`src/rtl/id_alloc.sv`:
```
// id_alloc: pool allocator for 2**ID_WIDTH identifiers.
//
// Each identifier has one in-use bit. A registered count of set bits drives
// the used/full/empty outputs. A request is granted in the same cycle it is
// made, and the granted ID is the lowest-index ID that is not in use. The ID
// counts as reserved from the next cycle on. An ID that is returned becomes
// grantable again from the next cycle. Returning an ID that is not in use
// leaves the state alone and raises a one-cycle error pulse in the cycle
// after the bad return.
//
// Ports
//   clk_i         clock; all state changes on the rising edge
//   rst_i         asynchronous active-high reset
//   clr_i         synchronous clear of all allocation state
//   alloc_req_i   requester asks for a free ID
//   alloc_gnt_o   ID granted this cycle (combinational)
//   alloc_id_o    lowest free ID (combinational); 0 when none is free
//   free_valid_i  one ID is returned this cycle
//   free_id_i     ID being returned
//   free_err_o    registered pulse: the previous cycle's return named an ID
//                 that was not in use
//   used_cnt_o    number of IDs currently in use
//   full_o        used_cnt_o == MAX_OUT
//   empty_o       used_cnt_o == 0
module id_alloc #(
  parameter int ID_WIDTH = 3,
  parameter int MAX_OUT  = 2**ID_WIDTH
) (
  input  logic                clk_i,
  input  logic                rst_i,
  input  logic                clr_i,
  input  logic                alloc_req_i,
  output logic                alloc_gnt_o,
  output logic [ID_WIDTH-1:0] alloc_id_o,
  input  logic                free_valid_i,
  input  logic [ID_WIDTH-1:0] free_id_i,
  output logic                free_err_o,
  output logic [ID_WIDTH:0]   used_cnt_o,
  output logic                full_o,
  output logic                empty_o
);

  localparam int NUM_IDS = 2**ID_WIDTH;
  localparam logic [ID_WIDTH:0]  MAX_CNT  = (ID_WIDTH+1)'(MAX_OUT);
  localparam logic [NUM_IDS-1:0] ONE_HOT0 = {{(NUM_IDS-1){1'b0}}, 1'b1};

  // Return the lowest-index clear bit, or 0 when every bit is set.
  // The scan runs from high to low, so the last hit is the lowest index.
  function automatic logic [ID_WIDTH-1:0] lowest_free(input logic [NUM_IDS-1:0] used);
    logic [ID_WIDTH-1:0] res;
    res = '0;
    for (int i = NUM_IDS - 1; i >= 0; i--) begin
      if (!used[i]) begin
        res = ID_WIDTH'(i);
      end else begin
        res = res;
      end
    end
    return res;
  endfunction

  logic [NUM_IDS-1:0]  used_r;
  logic [ID_WIDTH:0]   cnt_r;
  logic                full_r;
  logic                empty_r;
  logic                free_err_r;

  logic [ID_WIDTH-1:0] alloc_id_s;
  logic                alloc_gnt_s;
  logic                free_hit_s;
  logic [NUM_IDS-1:0]  set_mask_s;
  logic [NUM_IDS-1:0]  clr_mask_s;
  logic [NUM_IDS-1:0]  used_nxt_s;
  logic [ID_WIDTH:0]   cnt_nxt_s;
  logic                err_nxt_s;

  // The grant path looks only at the registered state. It therefore never
  // sees a return made in the same cycle.
  assign alloc_id_s  = lowest_free(used_r);
  assign alloc_gnt_s = alloc_req_i & ~full_r & ~clr_i;
  assign free_hit_s  = free_valid_i & used_r[free_id_i];

  // Work out the next in-use bits, the next count and the next error flag.
  always_comb begin
    set_mask_s = alloc_gnt_s ? (ONE_HOT0 << alloc_id_s) : '0;
    // The granted ID is free and the hit ID is in use, so the two masks
    // never overlap.
    clr_mask_s = free_hit_s ? (ONE_HOT0 << free_id_i) : '0;
    used_nxt_s = used_r;
    cnt_nxt_s  = cnt_r;
    err_nxt_s  = 1'b0;
    if (clr_i) begin
      used_nxt_s = '0;
      cnt_nxt_s  = '0;
      err_nxt_s  = 1'b0;
    end else begin
      used_nxt_s = (used_r | set_mask_s) & ~clr_mask_s;
      err_nxt_s  = free_valid_i & ~used_r[free_id_i];
      case ({alloc_gnt_s, free_hit_s})
        2'b10:   cnt_nxt_s = cnt_r + (ID_WIDTH+1)'(1);
        2'b01:   cnt_nxt_s = cnt_r - (ID_WIDTH+1)'(1);
        default: cnt_nxt_s = cnt_r;
      endcase
    end
  end

  // Allocation state. The full and empty flags are registered together with
  // the count they describe.
  always_ff @(posedge clk_i or posedge rst_i) begin
    if (rst_i) begin
      used_r     <= '0;
      cnt_r      <= '0;
      full_r     <= 1'b0;
      empty_r    <= 1'b1;
      free_err_r <= 1'b0;
    end else begin
      used_r     <= used_nxt_s;
      cnt_r      <= cnt_nxt_s;
      full_r     <= (cnt_nxt_s == MAX_CNT);
      empty_r    <= (cnt_nxt_s == (ID_WIDTH+1)'(0));
      free_err_r <= err_nxt_s;
    end
  end

  assign alloc_gnt_o = alloc_gnt_s;
  assign alloc_id_o  = alloc_id_s;
  assign free_err_o  = free_err_r;
  assign used_cnt_o  = cnt_r;
  assign full_o      = full_r;
  assign empty_o     = empty_r;

endmodule

```
`config.mk`:
```
export PLATFORM = sky130hd
export DESIGN_NAME = id_alloc
export DESIGN_NICKNAME = d
export VERILOG_FILES = /design/src/rtl/id_alloc.sv
export SDC_FILE = /design/constraint.sdc
export NUM_CORES = 1
export LEC_CHECK = 0
export ABC_AREA = 1
export BUFFER_PORTS_ARGS = -buffer_cell sky130_fd_sc_hd__buf_4
export CAP_MARGIN = 10
export CORE_ASPECT_RATIO = 1.5
export CORE_MARGIN = 1.5
export CORE_UTILIZATION = 54
export DETAILED_ROUTE_END_ITERATION = 8
export PLACE_DENSITY_LB_ADDON = 0.15
export SLEW_MARGIN = 5
export SYNTH_ARGS = -nofsm -noshare
export SYNTH_HDL_FRONTEND = slang
export SYNTH_SLANG_ARGS = --single-unit
export TNS_END_PERCENT = 50
```
`constraint.sdc`:
```
create_clock -name clk_i -period 2.55 [get_ports clk_i]
set_input_delay 0.1275 -clock clk_i [delete_from_list [all_inputs] [get_ports clk_i]]
set_output_delay 0.1275 -clock clk_i [all_outputs]
set_load 0.02 [all_outputs]
```
==> out/metrics.csv, run 1 <==
metric,value,unit
final hold vios,0,
dpl ws,0.1554,ns
leakage power,0.0006773,uW
Yosys top cell by area,dfrtp_1,
number of port buffers,18,
adder-cell share of the synthesized area,3.555,%
Worst Skew,0.01189,ns
final setup fails,0,
setup ws final,0.2314,ns
minimum clock period,2.319,ns
wire length on met1,887,um
Synth Warn #,0,
Worst-path clk slew,0.10,ns
via count,1082,
Die W,39.11,um
Hold WS,0.004828,ns
post-route ant nets,0,
CP top delay family,simple AND/OR/NAND/NOR gates,
Slew HR,61.57,%
"flops & latches, synth",15,
Max Root-Sink Buffers,2,
VDD IR-drop max,0.0003440,V
setup TNS,0,ns
CTS tree,done,
Buffers & Inverters on Critical Path,3,
Startpoint Class,flop,
worst-skew pair later-pin latency,0.29,ns
wire length on met2,1.518,mm
# diodes,0,
Pwr Total,570.5,uW
worst hold path type,in -> reg,
Core ar.,0.001831,sq mm
die span in y,57.16,um
Pins Over Slew Limit,0,
Stages on worst setup path,17,
Syn Std Cell Area,0.001056,sq mm
"critical path fanouts, max",5,
largest net degree at the start of global routing,16,
Layout Cells excl Fill,199,
WL final,2.544,mm
simple-gate area share of the yosys netlist,36.02,%
Worst Hold Depth,2,
DRT Pass-1 Iters,5,
Yosys cell types,22,
nets,190,
gr usage total,26.80,%
status,finished clean,
pwr/cell area,449.7,mW/mm^2
Critical Path End Type,flop,
Top Metal Used,met4,
initial antenna violation count,0,
RSZ-0062 raised after global routing,no,
dpl hpwl,2.048,mm
largest family of logic cells by synthesized area,simple AND/OR/NAND/NOR gates,
Crit Path Category,reg -> reg,
worst path cell trace,inv_1 -> o21ai_1 -> nand2_1 -> nand3_1 -> nand3_2 -> inv_1 -> ha_4 -> nand2_1 -> inv_1 -> nor2_2 -> ha_1 -> a21oi_1 -> a21oi_1 -> o21ai_0 -> nand3_1 -> nand2_1 -> nor2_2,
CP Data Arrival Time,2.51,ns
R2R depth,17,
via count normalized by instance count,5.437,
max incr delay on CP,0.40,ns
first-pass GRT wire length,4.222,mm
number of remaining DRC errors,0,
Starting Density,57.69,%
Synth Area in Compound Gates,12.20,%
clk root buf,clkbuf_4,
Slew @ Worst Pin,0.5758,ns
post-synth top area share,33.18,%
WL met3,88,um
Synth Area in XOR/XNOR,1.659,%
Placer Congestion,0.8333,
synthesized area per cell,6.857,sq um
H-tree levels,1,
Top Ports,19,
Inst Count DP,192,
1st-iter DRT viols,22,
die area,0.002235,sq mm
max cap viols,0,
Synth-to-Final Area Change,20.14,%
cell count after synthesis,154,
post-synthesis sequential area ratio,35.66,%
vias in the first global route,1069,
clock buffers created by TritonCTS,3,
# clock sinks,15,
"top cells by area, synth","dfrtp_1 33%, nand2_1 16%, inv_1 9.2%",
mux contribution to synthesized area,0,%
Max Fclk,431.3,MHz
Mapped Nets,165,
row count,19,
slowest CP cell,dfrtp_1,
global route overflow,0,
Tcrit/Tclk final,90.93,%
Crit path required time,2.74,ns
drt wl/cell,12.78,um
share of layout cells above drive strength 1,23.60,%
area by class of cell:
type / instances / area [sq um]
sequential: 15 / 376.6
fill: 176 / 561.8
clock buffer: 3 / 22.52
timing repair buffer: 21 / 160.2
clock inverter: 1 / 5.005
tap: 21 / 26.28
multi-input combinational: 111 / 576.8
inverter: 27 / 101.3
cells in the final DEF, fill, tap and decap left out, types with 2 or more instances in the layout:
master,netlist,final
nand2_1,45,45
inv_1,26,26
buf_4,0,20
dfrtp_1,14,14
nor2_1,13,13
a21oi_1,8,8
nor2_2,7,7
o21ai_0,9,7
nand3_1,6,6
nand4_1,4,4
o21ai_1,1,3
nand3_2,3,3
nand2_2,3,3
nor3_1,3,3
clkbuf_4,0,3
xnor2_1,2,2
ha_1,3,2
metrics by stage:
stage / utilization, % / area (sq um)
after floorplan: - / 1056
after global placement: 65.76 / 1204
after detailed placement: 65.76 / 1204
after CTS: 67.81 / 1241
after global routing: 69.31 / 1269
final: 69.31 / 1269
state kept, by name, summed over array words and instances (netlist names):
name,flops
empty_o,1
used_r,8
used_cnt_o,4
full_o,1
free_err_o,1
worst reg2reg max path, delay by kind of cell (launching register included):
kind | cells | cell delay, ns
buffers and inverters | 3 | 0.29
adder cells (fa/ha/maj) | 2 | 0.34
AO/OA/AOI/OAI | 4 | 0.46
flip-flops | 1 | 0.40
AND/OR/NAND/NOR | 8 | 0.73
metal layers:
layer / global-route usage, % / vias up
met5: 0 / -
met4: 10.34 / 0
met3: 3.891 / 7
met2: 53.10 / 32
met1: 24.62 / 509
li1: - / 534
power breakdown:
| group | total, uW | switching, uW | internal [uW] | leakage (uW) |
|---|---|---|---|---|
| registers | 273 | 16.1 | 257 | 0.000201 |
| logic | 161 | 99.3 | 61.4 | 0.000459 |
| clock network | 137 | 78.5 | 58.2 | 0.0000177 |
| total | 570 | 194 | 377 | 0.000677 |
synth_stat cells:
master / number
nand2_1: 45
inv_1: 26
dfrtp_1: 14
nor2_1: 13
o21ai_0: 9
a21oi_1: 8
nor2_2: 7
nand3_1: 6
nand4_1: 4
ha_1: 3
nand2_2: 3
nand3_2: 3
nor3_1: 3
xnor2_1: 2
a21oi_2: 1
a21oi_4: 1
a31oi_1: 1
clkbuf_8: 1
dfstp_2: 1
inv_2: 1
o21ai_1: 1
o21bai_1: 1
repair_timing:
action / 4_1_cts / 5_1_grt
endpoints found under the hold margin: 14 / 0
setup buffers: 0 / 2
hold buffers: 1 / 0
setup endpoints to repair: 0 / 2
resized for setup: 0 / 4
path summary, 6_finish.rpt:
| check | start | endpoint | slack (ns) |
|---|---|---|---|
| min reg2reg | used_r[5] | used_r[5] | 0.58 |
| max in group asynchronous | rst_i | used_r[2] | 1.70 |
| max reg2reg | used_r[4] | full_o | 0.23 |
| min | free_id_i[2] | used_r[6] | 0.005 |
| max | used_r[4] | full_o | 0.23 |
| min in group asynchronous | rst_i | used_cnt_o[2] | 0.46 |
cells by family after synthesis:
logic type | Yosys count
fa+ha+maj | 3
xor+xnor | 2
buf+inv | 28
simple gates | 84
flops | 15
compound gates | 22
Power figures use the tool's default switching activity.
==> run 2, diff against run 1 <==
- BUFFER_PORTS_ARGS: -buffer_cell sky130_fd_sc_hd__buf_4 -> -buffer_cell sky130_fd_sc_hd__buf_2
==> out/metrics.csv, run 2 (synthesis gave the netlist of run 1 again) <==
metric,value,unit,change
status,finished clean,,unchanged
Startpoint Class,flop,,unchanged
clk root buf,clkbuf_4,,unchanged
minimum clock period,2.429,ns,was 2.319 ns
Worst Skew,0.005546,ns,was 0.01189 ns
worst hold path type,in -> reg,,unchanged
worst path cell trace,inv_1 -> o21ai_0 -> nand2_1 -> nand3_1 -> nand3_2 -> inv_1 -> ha_4 -> nand2_1 -> inv_1 -> nor2_2 -> ha_1 -> a21oi_1 -> a21oi_1 -> o21ai_0 -> nand3_1 -> nand2_1 -> nor2_2,,was inv_1 -> o21ai_1 -> nand2_1 -> nand3_1 -> nand3_2 -> inv_1 -> ha_4 -> nand2_1 -> inv_1 -> nor2_2 -> ha_1 -> a21oi_1 -> a21oi_1 -> o21ai_0 -> nand3_1 -> nand2_1 -> nor2_2
Layout Cells excl Fill,197,,was 199
Worst-path clk slew,0.09,ns,was 0.10 ns
initial antenna violation count,0,,unchanged
drt wl/cell,12.79,um,was 12.78 um
Hold WS,0.02243,ns,was 0.004828 ns
DRT Pass-1 Iters,4,,was 5
clock buffers created by TritonCTS,3,,unchanged
# diodes,0,,unchanged
largest net degree at the start of global routing,16,,unchanged
Critical Path End Type,flop,,unchanged
leakage power,0.0006580,uW,was 0.0006773 uW
VDD IR-drop max,0.0004654,V,was 0.0003440 V
Slew HR,61.48,%,was 61.57%
"commonest non-fill, non-tap cell in the layout",nand2_1,,unchanged
post-CTS setup buffers,0,,unchanged
Top Ports,19,,unchanged
Inst Count DP,192,,unchanged
Die W,39.11,um,unchanged
worst-skew pair later-pin latency,0.29,ns,about the same
nets,188,,was 190
post-route ant nets,0,,unchanged
Crit Path Category,reg -> reg,,unchanged
most frequent cells in the layout,"45 x nand2_1, 26 x inv_1, 18 x buf_2, 14 x dfrtp_1, 13 x nor2_1",,"was 45 x nand2_1, 26 x inv_1, 20 x buf_4, 14 x dfrtp_1, 13 x nor2_1"
die span in y,57.16,um,unchanged
share of layout cells above drive strength 1,22.73,%,was 23.60%
Synth-to-Final Area Change,14.46,%,was 20.14%
Starting Density,57.69,%,unchanged
"critical path fanouts, max",5,,unchanged
Core ar.,0.001831,sq mm,unchanged
number of remaining DRC errors,0,,unchanged
Placed Area,0.001159,sq mm,was 0.001204 sq mm
gr usage total,25.96,%,was 26.80%
Placer Congestion,0.8543,,was 0.8333
Max Root-Sink Buffers,2,,unchanged
global route overflow,0,,unchanged
Tcrit/Tclk final,95.26,%,was 90.93%
final setup fails,0,,unchanged
first-pass GRT wire length,4.002,mm,was 4.222 mm
H-tree levels,1,,unchanged
Pins Over Slew Limit,0,,unchanged
max incr delay on CP,0.39,ns,was 0.40 ns
Slew @ Worst Pin,0.5772,ns,was 0.5758 ns
WL final,2.519,mm,was 2.544 mm
Largest Register,used_r,,unchanged
slowest CP cell,dfrtp_1,,unchanged
# clock sinks,15,,unchanged
Final Cell Area,0.001209,sq mm,was 0.001269 sq mm
final hold vios,0,,unchanged
number of port buffers,18,,unchanged
row count,19,,unchanged
via count normalized by instance count,5.269,,was 5.437
CTS tree,done,,unchanged
Crit path required time,2.74,ns,about the same
vias in the first global route,1045,,"was 1,069"
via count,1038,,"was 1,082"
pwr/cell area,459.7,mW/mm^2,was 449.7 mW/mm^2
Max Fclk,411.7,MHz,was 431.3 MHz
max cap viols,0,,unchanged
die area,0.002235,sq mm,unchanged
CP Data Arrival Time,2.62,ns,was 2.51 ns
1st-iter DRT viols,37,,was 22
max reg flops,8,,unchanged
dpl hpwl,1.980,mm,was 2.048 mm
[run 2: changes by cell type in the layout (fill, tap and decap cells not counted), sizes merged]
cell  change
buf       -2
[run 2: layout make-up]
| cell class | count | area, sq um |
|---|---|---|
| clock buffers | 3 | 22.52 |
| clock inverters | 1 | 5.005 |
| fillers | 175 | 621.8 |
| inverters | 27 | 101.3 |
| multi-input cells | 111 | 576.8 |
| flip-flops and latches | 15 | 376.6 |
| well taps | 21 | 26.28 |
| repair buffers | 19 | 100.1 |
[run 2: report_power, final]
| part | internal [uW] | total, uW | leakage (uW) | switching, uW |
|---|---|---|---|---|
| combinational | 48.4 | 147 | 0.000440 | 98.3 |
| sequential | 257 | 272 | 0.000201 | 15.1 |
| clock | 58.5 | 137 | 0.0000177 | 78.5 |
[run 2: through the flow]
step           setup TNS, ns  worst slack, ns  util (%)  power, uW
2_1_floorplan              0           0.4207         -      376.8
6_report                   0           0.1209     66.03      555.7
3_3_place_gp               0           0.2388     63.29      416.6
3_5_place_dp               0           0.1214     63.29      420.4
4_1_cts                    0          0.08767     65.35      555.4
5_1_grt              -0.1192         -0.06201     66.03      585.8
[run 2: what timing repair did]
| item | CTS | global route |
|---|---|---|
| endpoints found under the hold margin | 14 | 0 |
| resized for setup | 0 | 2 |
| endpoints found under the setup margin | 0 | 2 |
| hold buffers | 1 | 0 |
[run 2: path summary, 6_finish.rpt]
path                         startpoint  cells after the start  slack [ns]            end
min                        free_id_i[2]                      2        0.02      used_r[6]
max reg2reg                   used_r[4]                     17        0.12         full_o
max                           used_r[4]                     17        0.12         full_o
min reg2reg                   used_r[5]                      2        0.60      used_r[5]
min in group asynchronous         rst_i                      3        0.43         full_o
max in group asynchronous         rst_i                      3        1.74  used_cnt_o[1]
[run 2: layer usage]
metal  vias to the layer above  track usage (%)  wire [um]
met1                       481            23.58        868
met3                         7            3.891         61
met2                        21            49.05       1531
met4                         0            15.27         57
met5                         -                0          0
li1                        529                -          -
[run 2: critical path: cells and delay by family, from the launching register on]
family,cells,cell delay (ns)
simple gates,8,0.77
fa+ha+maj,2,0.35
compound gates,4,0.52
buf+inv,3,0.29
flops,1,0.39
==> run 3, diff against run 2 <==
- HOLD_SLACK_MARGIN: not set -> 0.05
==> out/metrics.csv, run 3 (synthesis gave the netlist of run 1 again) <==
metric,value,unit,change
Synth-to-Final Area Change,16.35,%,was 14.46%
DRT Pass-1 Iters,5,,was 4
max incr delay on CP,0.39,ns,about the same
Top Ports,19,,unchanged
pwr/cell area,453.7,mW/mm^2,was 459.7 mW/mm^2
clock buffers created by TritonCTS,3,,unchanged
row count,19,,unchanged
setup ws final,0.1288,ns,was 0.1209 ns
Largest Register,used_r,,unchanged
clk root buf,clkbuf_4,,unchanged
Startpoint Class,flop,,unchanged
post-layout util,67.12,%,was 66.03%
most frequent cells in the layout,"45 x nand2_1, 26 x inv_1, 18 x buf_2, 14 x dfrtp_1, 13 x nor2_1",,unchanged
max reg flops,8,,unchanged
Hold WS,0.1265,ns,was 0.02243 ns
# clock sinks,15,,unchanged
Worst Skew,0.004501,ns,was 0.005546 ns
Core ar.,0.001831,sq mm,unchanged
Starting Density,57.69,%,unchanged
minimum clock period,2.421,ns,was 2.429 ns
"commonest non-fill, non-tap cell in the layout",nand2_1,,unchanged
multi-input logic area,576.8,sq um,unchanged
vias in the first global route,1042,,"was 1,045"
Final Cell Area,0.001229,sq mm,was 0.001209 sq mm
global route overflow,0,,unchanged
Crit Path Category,reg -> reg,,unchanged
largest net degree at the start of global routing,16,,unchanged
Max Fclk,413.0,MHz,was 411.7 MHz
die area,0.002235,sq mm,unchanged
fillers,174,,was 175
Slew HR,61.75,%,was 61.48%
Top Metal Used,met4,,unchanged
Worst-path clk slew,0.09,ns,about the same
drt wl/cell,12.78,um,was 12.79 um
Crit path required time,2.78,ns,was 2.74 ns
die span in y,57.16,um,unchanged
share of layout cells above drive strength 1,22.47,%,was 22.73%
dpl ws,0.1214,ns,unchanged
number of port buffers,18,,unchanged
VDD IR-drop max,0.0004634,V,was 0.0004654 V
via count normalized by instance count,5.286,,was 5.269
Pins Over Slew Limit,0,,unchanged
worst-skew pair later-pin latency,0.29,ns,about the same
worst hold path type,in -> reg,,unchanged
1st-iter DRT viols,38,,was 37
nets,190,,was 188
max cap viols,0,,unchanged
final hold vios,0,,unchanged
Critical Path End Type,flop,,unchanged
Placed Area,0.001159,sq mm,unchanged
number of remaining DRC errors,0,,unchanged
Max Root-Sink Buffers,2,,unchanged
H-tree levels,1,,unchanged
CP Data Arrival Time,2.65,ns,was 2.62 ns
Tcrit/Tclk final,94.95,%,was 95.26%
status,finished clean,,unchanged
wire length on met1,890,um,was 868 um
first-pass GRT wire length,3.988,mm,was 4.002 mm
WL final,2.543,mm,was 2.519 mm
post-route ant nets,0,,unchanged
Slew @ Worst Pin,0.5732,ns,was 0.5772 ns
CTS tree,done,,unchanged
post-CTS setup buffers,0,,unchanged
WL met3,91,um,was 61 um
FF+latch area,376.6,sq um,unchanged
Placer Congestion,0.8543,,unchanged
# diodes,0,,unchanged
initial antenna violation count,0,,unchanged
final setup fails,0,,unchanged
leakage power,0.0006664,uW,was 0.0006580 uW
Die W,39.11,um,unchanged
via count,1052,,"was 1,038"
wire length on met2,1.517,mm,was 1.531 mm
slowest CP cell,dfrtp_1,,unchanged
worst path cell trace,inv_1 -> o21ai_0 -> nand2_1 -> nand3_1 -> nand3_2 -> inv_1 -> ha_4 -> nor2_1 -> nor2_2 -> ha_1 -> o21ai_0 -> o21ai_0 -> inv_1 -> nand2_1 -> a21oi_1,,was inv_1 -> o21ai_0 -> nand2_1 -> nand3_1 -> nand3_2 -> inv_1 -> ha_4 -> nand2_1 -> inv_1 -> nor2_2 -> ha_1 -> a21oi_1 -> a21oi_1 -> o21ai_0 -> nand3_1 -> nand2_1 -> nor2_2
"critical path fanouts, max",5,,unchanged
gr usage total,25.88,%,was 25.96%
dpl hpwl,1.980,mm,unchanged
[run 3: layout make-up]
type                       instances  area share (%)
clock inverter                     1          0.4073
timing repair buffer              21           9.776
sequential                        15           30.65
tap                               21           2.138
clock buffer                       3           1.833
inverter                          27           8.248
multi-input combinational        111           46.94
[run 3: what timing repair did]
item                       4_1_cts  5_1_grt
hold buffers                     3        0
hold endpoints to repair        16        0
gates resized for setup          0        2
setup endpoints to repair        0        2
[run 3: path summary, 6_finish.rpt]
check,start,end,slack [ns],cells past startpoint
worst max register to register,used_r[4],empty_o,0.13,15
worst min-delay path,free_valid_i,free_err_o,0.13,3
max in group asynchronous,rst_i,used_cnt_o[1],1.75,3
min in group asynchronous,rst_i,full_o,0.43,3
worst min register to register,used_r[5],used_r[5],0.60,2
worst max-delay path,used_r[4],empty_o,0.13,15
[run 3: report_power, final]
group / total (uW) / internal [uW] / switching [uW]
clock: 136 / 58.5 / 77.7
combinational: 149 / 50.4 / 98.9
sequential: 272 / 257 / 15.2
[run 3: layer usage]
| metal | vias up | GRT usage (%) |
|---|---|---|
| li1 | 536 | - |
| met1 | 482 | 23.32 |
| met2 | 29 | 49.05 |
| met3 | 5 | 3.891 |
| met4 | 0 | 15.27 |
| met5 | - | 0 |
[run 3: through the flow]
stage,setup TNS (ns),total power [uW],cells
finish,0,557.4,199
floorplan,0,376.8,154
global route,-0.1110,588.2,199
detailed placement,0,420.4,192
global placement,0,416.6,192
CTS,0,557.7,199
[run 3: worst max-delay path, delay by kind of cell (launching register included)]
kind,cells,cell delay (ns)
AOI/OAI and AO/OA,4,0.63
adders and majority gates,2,0.41
buffers and inverters,3,0.27
DFF,1,0.39
and+or+nand+nor,6,0.67
